**config.mk**
```make
export PLATFORM = sky130hd
export DESIGN_NAME = rr_arb_mux
export DESIGN_NICKNAME = d
export VERILOG_FILES = /design/src/rtl/rr_arb_mux_pkg.sv /design/src/rtl/rr_arbiter.sv /design/src/rtl/rr_arb_mux.sv
export SDC_FILE = /design/constraint.sdc
export NUM_CORES = 1
export LEC_CHECK = 0
export BUFFER_PORTS_ARGS = -buffer_cell sky130_fd_sc_hd__buf_2
export CAP_MARGIN = 5
export CORE_MARGIN = 5
export CORE_UTILIZATION = 47
export CTS_CLUSTER_DIAMETER = 200
export DETAILED_ROUTE_END_ITERATION = 16
export HOLD_SLACK_MARGIN = 0.05
export PLACE_DENSITY = 0.84
export SYNTH_ARGS = -nofsm -noshare
export SYNTH_HDL_FRONTEND = slang
export SYNTH_SLANG_ARGS = --single-unit
```
**constraint.sdc**
```tcl
create_clock -name clk -period 3.64 [get_ports clk]
set_input_delay 0.728 -clock clk [delete_from_list [all_inputs] [get_ports clk]]
set_output_delay 0.728 -clock clk [all_outputs]
set_load 0.01 [all_outputs]
```
**src/rtl/rr_arb_mux_pkg.sv**
```systemverilog
// Shared helpers for the round-robin arbitrated mux family.
package rr_arb_mux_pkg;

   // Channel-index width; never narrower than one bit.
   function automatic int unsigned clog2_min1(input int unsigned n);
      return (n <= 2) ? 1 : $clog2(n);
   endfunction

   // Reset pointer sits on the last channel so channel 0 has first priority.
   localparam int unsigned RST_PTR_BACKOFF = 1;

   function automatic int unsigned rst_ptr(input int unsigned n);
      return n - RST_PTR_BACKOFF;
   endfunction

endpackage

```
**src/rtl/rr_arbiter.sv**
```systemverilog
// Round-robin grant logic: double-width masked priority encoder over req,
// scanning upward from last_grant+1 with explicit modulo wrap.
module rr_arbiter
   import rr_arb_mux_pkg::*;
#(
   parameter  int unsigned NUM_CH = 4,
   localparam int unsigned CH_W   = clog2_min1(NUM_CH)
) (
   input  logic [NUM_CH-1:0] req,
   input  logic [CH_W-1:0]   last_grant,
   output logic [NUM_CH-1:0] grant,
   output logic [CH_W-1:0]   grant_idx,
   output logic              grant_valid
);

   logic [2*NUM_CH-1:0] req_dbl;

   assign req_dbl = {req, req};

   // Only positions strictly above last_grant and within one lap may win.
   always_comb begin
      grant_idx   = '0;
      grant_valid = 1'b0;
      for (int unsigned k = 0; k < 2 * NUM_CH; k++) begin
         if (!grant_valid && req_dbl[k] &&
             (k > int'(last_grant)) && (k <= int'(last_grant) + NUM_CH)) begin
            grant_valid = 1'b1;
            grant_idx   = (k >= NUM_CH) ? CH_W'(k - NUM_CH) : CH_W'(k);
         end
      end
   end

   always_comb begin
      grant = '0;
      for (int unsigned i = 0; i < NUM_CH; i++) begin
         if (grant_valid && (grant_idx == CH_W'(i))) grant[i] = 1'b1;
      end
   end

endmodule

```
**src/rtl/rr_arb_mux.sv**
```systemverilog
// Round-robin N:1 valid/ready mux with a single registered output stage.
// Optional packet lock (in_last/out_last) enabled by RR_ARB_MUX_PKT_LOCK_EN.
module rr_arb_mux
   import rr_arb_mux_pkg::*;
#(
   parameter  int unsigned WIDTH  = 8,
   parameter  int unsigned NUM_CH = 4,
   localparam int unsigned CH_W   = clog2_min1(NUM_CH)
) (
   input  logic                    clk,
   input  logic                    rst_n,
   input  logic [NUM_CH-1:0]       in_valid,
   input  logic [NUM_CH*WIDTH-1:0] in_data,
`ifdef RR_ARB_MUX_PKT_LOCK_EN
   input  logic [NUM_CH-1:0]       in_last,
`endif
   output logic [NUM_CH-1:0]       in_ready,
   output logic                    out_valid,
   output logic [WIDTH-1:0]        out_data,
   output logic [CH_W-1:0]         out_ch,
`ifdef RR_ARB_MUX_PKT_LOCK_EN
   output logic                    out_last,
`endif
   input  logic                    out_ready
);

   localparam int unsigned RST_PTR = rst_ptr(NUM_CH);

   logic              load;
   logic [NUM_CH-1:0] req;
   logic [NUM_CH-1:0] grant;
   logic [CH_W-1:0]   grant_idx;
   logic              grant_valid;
   logic [CH_W-1:0]   last_grant;
   logic [WIDTH-1:0]  data_mux;

   assign load     = !out_valid || out_ready;
   assign in_ready = grant & {NUM_CH{load}};

`ifdef RR_ARB_MUX_PKT_LOCK_EN
   logic lock;
   logic last_mux;

   // While locked only the channel that opened the packet may request.
   always_comb begin
      req = in_valid;
      if (lock) begin
         for (int unsigned i = 0; i < NUM_CH; i++) begin
            req[i] = in_valid[i] && (last_grant == CH_W'(i));
         end
      end
   end

   assign last_mux = |(grant & in_last);
`else
   assign req = in_valid;
`endif

   rr_arbiter #(
      .NUM_CH (NUM_CH)
   ) u_arb (
      .req         (req),
      .last_grant  (last_grant),
      .grant       (grant),
      .grant_idx   (grant_idx),
      .grant_valid (grant_valid)
   );

   always_comb begin
      data_mux = '0;
      for (int unsigned i = 0; i < NUM_CH; i++) begin
         if (grant[i]) data_mux = in_data[i*WIDTH +: WIDTH];
      end
   end

   // Output stage and pointer; pointer moves only on a transfer.
   always_ff @(posedge clk or negedge rst_n) begin
      if (!rst_n) begin
         out_valid  <= 1'b0;
         out_data   <= '0;
         out_ch     <= '0;
         last_grant <= CH_W'(RST_PTR);
      end else if (load) begin
         out_valid <= grant_valid;
         if (grant_valid) begin
            out_data   <= data_mux;
            out_ch     <= grant_idx;
            last_grant <= grant_idx;
         end
      end
   end

`ifdef RR_ARB_MUX_PKT_LOCK_EN
   always_ff @(posedge clk or negedge rst_n) begin
      if (!rst_n) begin
         out_last <= 1'b0;
         lock     <= 1'b0;
      end else if (load && grant_valid) begin
         out_last <= last_mux;
         lock     <= !last_mux;
      end
   end
`endif

endmodule

```
==> impl_results.md, run 1 <==
- Outcome: completed
- Critical Path AT: 2.31 ns
- Met2 Usage GRT: 0.346
- Post-Syn Area: 978 um^2
- Hold Path Class: primary input to asynchronous set/reset pin
- Filler cell count: 196
- First-pass GRT wire length: 5180 um
- Chip width: 55.6 um
- Flop pwr share: 0.402
- Clk root buf: clkbuf_4
- Worst Setup Start Kind: primary input
- Die Y-Extent: 55.6 um
- Placed insts: 199
- Final ANT Viol Nets: 0
- Critical path required time: 2.91 ns
- Core area: 1980 um^2
- Die area: 3090 um^2
- Top cells by area, synth: dfrtp_1, nor2_1, a21oi_1
- Setup CP Type: primary input to primary output
- Synth Area in Compound Gates: 0.335
- Crit path max-delay family: simple AND/OR/NAND/NOR gates
- Syn nets: 162
- Peak VDD IR: 0.281 mV
- Crit path to: in_ready[0]
- H-tree Lvls: 1
- Final setup skew: 0.00436 ns
- Combinational family with the most area after synthesis: compound AO/OA/AOI/OAI gates
- HPWL Detailed: 2450 um
- Max Cap Viol: 0
- Final Hold Viols: 0
- Distinct cells, synth: 38
- Grt met3 use: 0.0673
- 1st-iter DRT viols: 50
- Routed WL per cell: 14.9 um
- Max transition margin: 0.580
- CTS sink cnt: 13
- Clk slew on worst S/H paths: 0.08 ns
- Crit path max fanout: 14
- Initial antenna violation count: 0
- Worst-skew pair later-pin latency: 0.28 ns
- Register bit total from synthesis: 13
- TritonCTS clock tree: built
- Crit. Startpoint: in_valid[1]
- Vias per std cell: 5.69
- Most frequent cells in the layout: buf_2, nor2_1, inv_1, a21oi_1, dfrtp_1
- PwrDens: 410 nW/um^2
- M1 GR Usage: 0.256
- Fin crit share: 0.833
- Clk pwr share: 0.168
- Overall routing resource usage: 0.209
- Avg Cell Area, Syn: 7.95 um^2
- Diodes inserted: 0
- Busiest grt layer: met2
- GR Overflow Total: 0
- Cell leakage power: 0.000623 uW
- Post-Synth Adder-Cell Area: 0
- First drt pass iteration count: 4
- Final Instance Area: 1280 um^2
- # rows: 16
- Cell count after synthesis: 123
- FF-to-FF End: out_data[1]
- Most common cell after layout, fill and taps aside: buf_2
- Final net count: 216
- FF-to-FF path depth: 5
- Clock period minus worst slack: 3.03 ns
- CP max stage cell: nor4_1
- Buffers and inverters on the worst path: 2
- Fmax: 0.330 GHz
- Max stage delay on crit path: 0.54 ns
- Buffers from clock root to sink, at most: 2
- NetSw: 207 uW
- Combinational share of power: 0.430
- Yosys Warn Count: 0
- DRC violations left: 0
- IO Port Bufs: 53
- Most Frequent Cell on Critical Path: buf_2
- Setup Total Neg Slack: 0 ns
- Top-area cell type share of the netlist area: 0.281
- Area leader, netlist: dfrtp_1
- Setup bufs post-CTS: 0
- Final instance count without filler cells: 203
- TritonCTS buffer count: 3
- Ratio of cells with drive above 1 in the final layout: 0.375
- Vias: 1155
- Routability cong.: 0.875
- Starting Density: 0.494
- Post_cts resized: 0
- Area Overhead vs Synth: 30.9%
- Hold-fix buffers at CTS: 0
- Least-Margin Pin Slew: 0.630 ns
- RR Startpoint: last_grant[1]
- Slack of the worst reg-to-reg path: 1.53 ns
- Vias in the first global route: 1180
- RSZ-0062 raised after global routing: no
- CP Capture Type: primary output
- Simple-Gate Fraction of Synth Area: 0.261
- Mux contribution to synthesized area: 0
- Critical Path Stages: 6
- Final core occ: 0.646
- Post-synthesis sequential area ratio: 0.335
- Switching share of power: 0.394
- Post-Synth XOR/XNOR Area: 0
- Critical-path cell list: buf_2, nor2_1, a21o_1, nor4_1, and3_1, buf_2
- Final number of setup-violating endpoints: 0
- Io pins: 54
- Pin count of the biggest net entering global routing: 15
- Dpl cell area: 1250 um^2
- Int Power: 318 uW
- Pins over their slew limit: 0
- Total Wirelength: 3030 um
==> Yosys cell counts (all sizes together) <==
library cell,instances
nor2,21
a21oi,15
inv,12
dfrtp,11
o21ai,10
nand2,5
o22ai,5
a2111oi,4
nor2b,4
nor4b,4
o221ai,4
buf,3
nor3,3
or2b,3
and2,2
dfstp,2
nand3b,2
a211oi,1
a21boi,1
a21o,1
a22oi,1
a32oi,1
and3,1
clkbuf,1
nand2b,1
nor4,1
o21bai,1
o2bb2ai,1
o32a,1
or2,1
==> per-layer routing <==
layer,vias to the layer above,share of wire
met1,537,0.41
li1,555,-
met4,0,0.014
met3,6,0.086
met5,-,0
met2,57,0.48
==> final cells by class <==
cell class / instances / area, um^2 / share of cell area
timing repair buffer: 53 / 265 / 0.207
inverter: 12 / 45.0 / 0.0352
multi-input combinational: 94 / 583 / 0.455
sequential: 13 / 328 / 0.256
clock buffer: 4 / 26.3 / 0.0205
tap: 27 / 33.8 / 0.0264
==> per-stage QoR <==
| stage | setup slack [ns] | total power [uW] | hold WS [ns] |
|---|---|---|---|
| after global placement | 0.701 | 432 | 0.473 |
| after CTS | 0.623 | 527 | 0.323 |
| final | 0.606 | 525 | 0.326 |
| after detailed placement | 0.637 | 440 | 0.487 |
| after global routing | 0.496 | 566 | 0.327 |
| after floorplan | 1.12 | 349 | 0.432 |
==> worst min path at each step <==
stage | slack, ns | cells past startpoint | from | to
after floorplan | 0.43 | 0 | rst_n | out_ch[0]
after global placement | 0.47 | 2 | out_data[2] | out_data[2]
after detailed placement | 0.49 | 2 | out_data[6] | out_data[6]
after CTS | 0.32 | 1 | rst_n | out_ch[0]
after global routing | 0.33 | 1 | rst_n | out_ch[0]
final | 0.33 | 1 | rst_n | out_data[2]
==> registers in the layout (all words and copies together) (netlist names) <==
register and count:
last_grant 2, out_ch 2, out_data 8, out_valid 1
==> power groups by stage <==
stage	registers, uW	clock network [uW]	logic [uW]
after global routing	216	98.9	252
after detailed placement	214	0	225
after CTS	211	90.0	226
final	211	88.3	226
after floorplan	218	0	132
after global placement	212	0	220
==> cells by family (layout without fill, tap and decap cells) <==
| kind of cell | Yosys count | count (layout) |
|---|---|---|
| and+or+nand+nor | 48 | 48 |
| AOI/OAI and AO/OA | 46 | 46 |
| buffers and inverters | 16 | 69 |
| DFF | 13 | 13 |
No activity file was read; power rests on OpenSTA's default activity.
==> inputs of run 2 (changes only) <==
- CORE_UTILIZATION: 47 -> 44
- PLACE_DENSITY: 0.84 -> 0.79
- clock period: 3.64 -> 3.09 ns (I/O delays scaled with it)
==> run 2 against run 1 <==
  * Global-route usage fell by 1.7 points
  * Via count rose by 1.0%
  * Setup slack got worse by 0.28 ns
  * Sequential power rose by 17%
  * Hold slack got worse by 0.11 ns
  * Cell count rose by 0.99%
  * Non-clock buffer count rose by 1
  * Critical path type is now flip-flop to primary output
  * Critical endpoint unchanged
==> impl_results.md, run 2 (synthesis results as in run 1) <==
- Fmax: 0.361 GHz
- Setup Total Neg Slack: 0 ns (unchanged)
- Initial antenna violation count: 0 (unchanged)
- Hold Path Class: primary input to asynchronous set/reset pin
- Most common cell after layout, fill and taps aside: buf_2
- Final number of setup-violating endpoints: 0 (unchanged)
- 1st-iter DRT viols: 40 (-20%)
- Least-Margin Pin Slew: 0.606 ns (-0.0248 ns)
- Clock period minus worst slack: 2.77 ns
- Critical-path cell list: nand2b_1, a21oi_4, nor4_1, and3_1, buf_2
- Busiest grt layer: met2
- Vias per std cell: 5.69 (about the same)
- Area of the multi-input gates: 583 um^2 (unchanged)
- # rows: 17 (+1)
- Met2 Usage GRT: 0.351 (+0.00445)
- Starting Density: 0.451 (-0.0427)
- Ratio of cells with drive above 1 in the final layout: 0.379 (+0.00353)
- Pins over their slew limit: 0 (unchanged)
- Routed WL per cell: 14.4 um (-3.5%)
- First drt pass iteration count: 4 (unchanged)
- CP max stage cell: dfstp_2
- Biggest register: out_data
- RSZ-0062 raised after global routing: no
- Vias in the first global route: 1174 (-0.51%)
- Peak VDD IR: 0.298 mV (+6.2%)
- H-tree Lvls: 1 (unchanged)
- M1 GR Usage: 0.225 (-0.0306)
- Buffers from clock root to sink, at most: 2 (unchanged)
- Pin count of the biggest net entering global routing: 15 (unchanged)
- TritonCTS clock tree: built
- Grt met3 use: 0.0566 (-0.0107)
- Post_cts resized: 0 (unchanged)
- Critical path required time: 2.47 ns (-0.44 ns)
- Sequential Area: 328 um^2 (unchanged)
- Critical Path AT: 2.15 ns (-0.16 ns)
- Worst Setup Start Kind: flip-flop
- Outcome: completed
- Place WS: 0.478 ns (-0.158 ns)
- Worst-skew pair later-pin latency: 0.27 ns (about the same)
- Setup bufs post-CTS: 0 (unchanged)
- Core area: 2170 um^2 (+9.5%)
- Die Y-Extent: 57.2 um (+2.8%)
- Vias: 1167 (+1.0%)
- Max stage delay on crit path: 0.66 ns (+0.12 ns)
- Clk slew on worst S/H paths: 0.08 ns (about the same)
- CTS sink cnt: 13 (unchanged)
- Overall routing resource usage: 0.191 (-0.0174)
- Max transition margin: 0.593 (+0.0128)
- Setup CP Type: flip-flop to primary output
- First-pass GRT wire length: 4980 um (-3.7%)
- Final net count: 217 (+0.46%)
- HPWL Detailed: 2380 um (-3.1%)
- Routability cong.: 0.991 (+13%)
- Final setup skew: 0.00111 ns (-0.00325 ns)
- Most frequent cells in the layout: buf_2, nor2_1, inv_1, a21oi_1, dfrtp_1
- Max Cap Viol: 0 (unchanged)
- Area Overhead vs Synth: 31.8%
- IO Port Bufs: 53 (unchanged)
- PwrDens: 481 nW/um^2 (+17%)
- Final Hold Viols: 0 (unchanged)
- Io pins: 54 (unchanged)
- GR Overflow Total: 0 (unchanged)
- CP Capture Type: primary output
- Clk root buf: clkbuf_4
- Crit path max fanout: 14 (unchanged)
- Die area: 3270 um^2 (+5.6%)
- TritonCTS buffer count: 3 (unchanged)
- Final core occ: 0.595 (-0.0519)
- Final ANT Viol Nets: 0 (unchanged)
- Total Wirelength: 2950 um (-2.5%)
- Chip width: 57.2 um (+2.8%)
- DRC violations left: 0 (unchanged)
- Hold-fix buffers at CTS: 0 (unchanged)
- Fin crit share: 0.896
- Diodes inserted: 0 (unchanged)
- Filler cell count: 225 (+15%)
- Max reg flops: 8 (unchanged)
- Cell leakage power: 0.000628 uW (+0.77%)
- Setup WS post-layout: 0.322 ns (-0.284 ns)
- Biggest regs: out_data: 8 flops, last_grant: 2 flops, out_ch: 2 flops
## run 2: stage by stage
| stage | std cells | total power, uW | cell area [um^2] | hold slack [ns] |
|---|---|---|---|---|
| 2_1_floorplan | 123 | 411 | 978 | 0.322 |
| 3_3_place_gp | 201 | 506 | 1260 | 0.470 |
| 3_5_place_dp | 201 | 516 | 1260 | 0.478 |
| 4_1_cts | 205 | 622 | 1290 | 0.214 |
| 5_1_grt | 205 | 670 | 1290 | 0.212 |
| 6_report | 205 | 620 | 1290 | 0.212 |
## run 2: layout make-up
type	count	area share
inverters	12	0.0349
repair buffers	54	0.211
multi-input cells	94	0.452
well taps	28	0.0272
flip-flops and latches	13	0.254
clock buffers	4	0.0204
## run 2: path summary, 6_finish.rpt
check                               from  cells past startpoint            end  slack [ns]
setup / recovery           last_grant[1]                      5    in_ready[0]        0.32
hold / removal                     rst_n                      1      out_ch[0]        0.21
hold reg to reg              out_data[1]                      2    out_data[1]        0.49
max in group asynchronous          rst_n                      1  last_grant[0]        2.60
min in group clk             out_data[1]                      2    out_data[1]        0.49
setup reg to reg           last_grant[1]                      5    out_data[6]        0.99
## run 2: per-layer routing
metal / routed length, um / vias up
met5: 0 / -
met4: 3 / 0
met3: 275 / 2
met2: 1500 / 55
met1: 1180 / 557
li1: - / 553
## run 2: critical path: cells and delay by family, from the launching register on
family / cells / cell delay [ns]
AND/OR/NAND/NOR: 3 / 0.96
buffers and inverters: 1 / 0.13
flip-flops: 1 / 0.66
AO/OA/AOI/OAI: 1 / 0.11
## run 2: where the power goes
group          internal [uW]  total [uW]  switching [uW]
logic                    113         266             152
clock network           50.0         107            57.2
registers                213         247            34.6
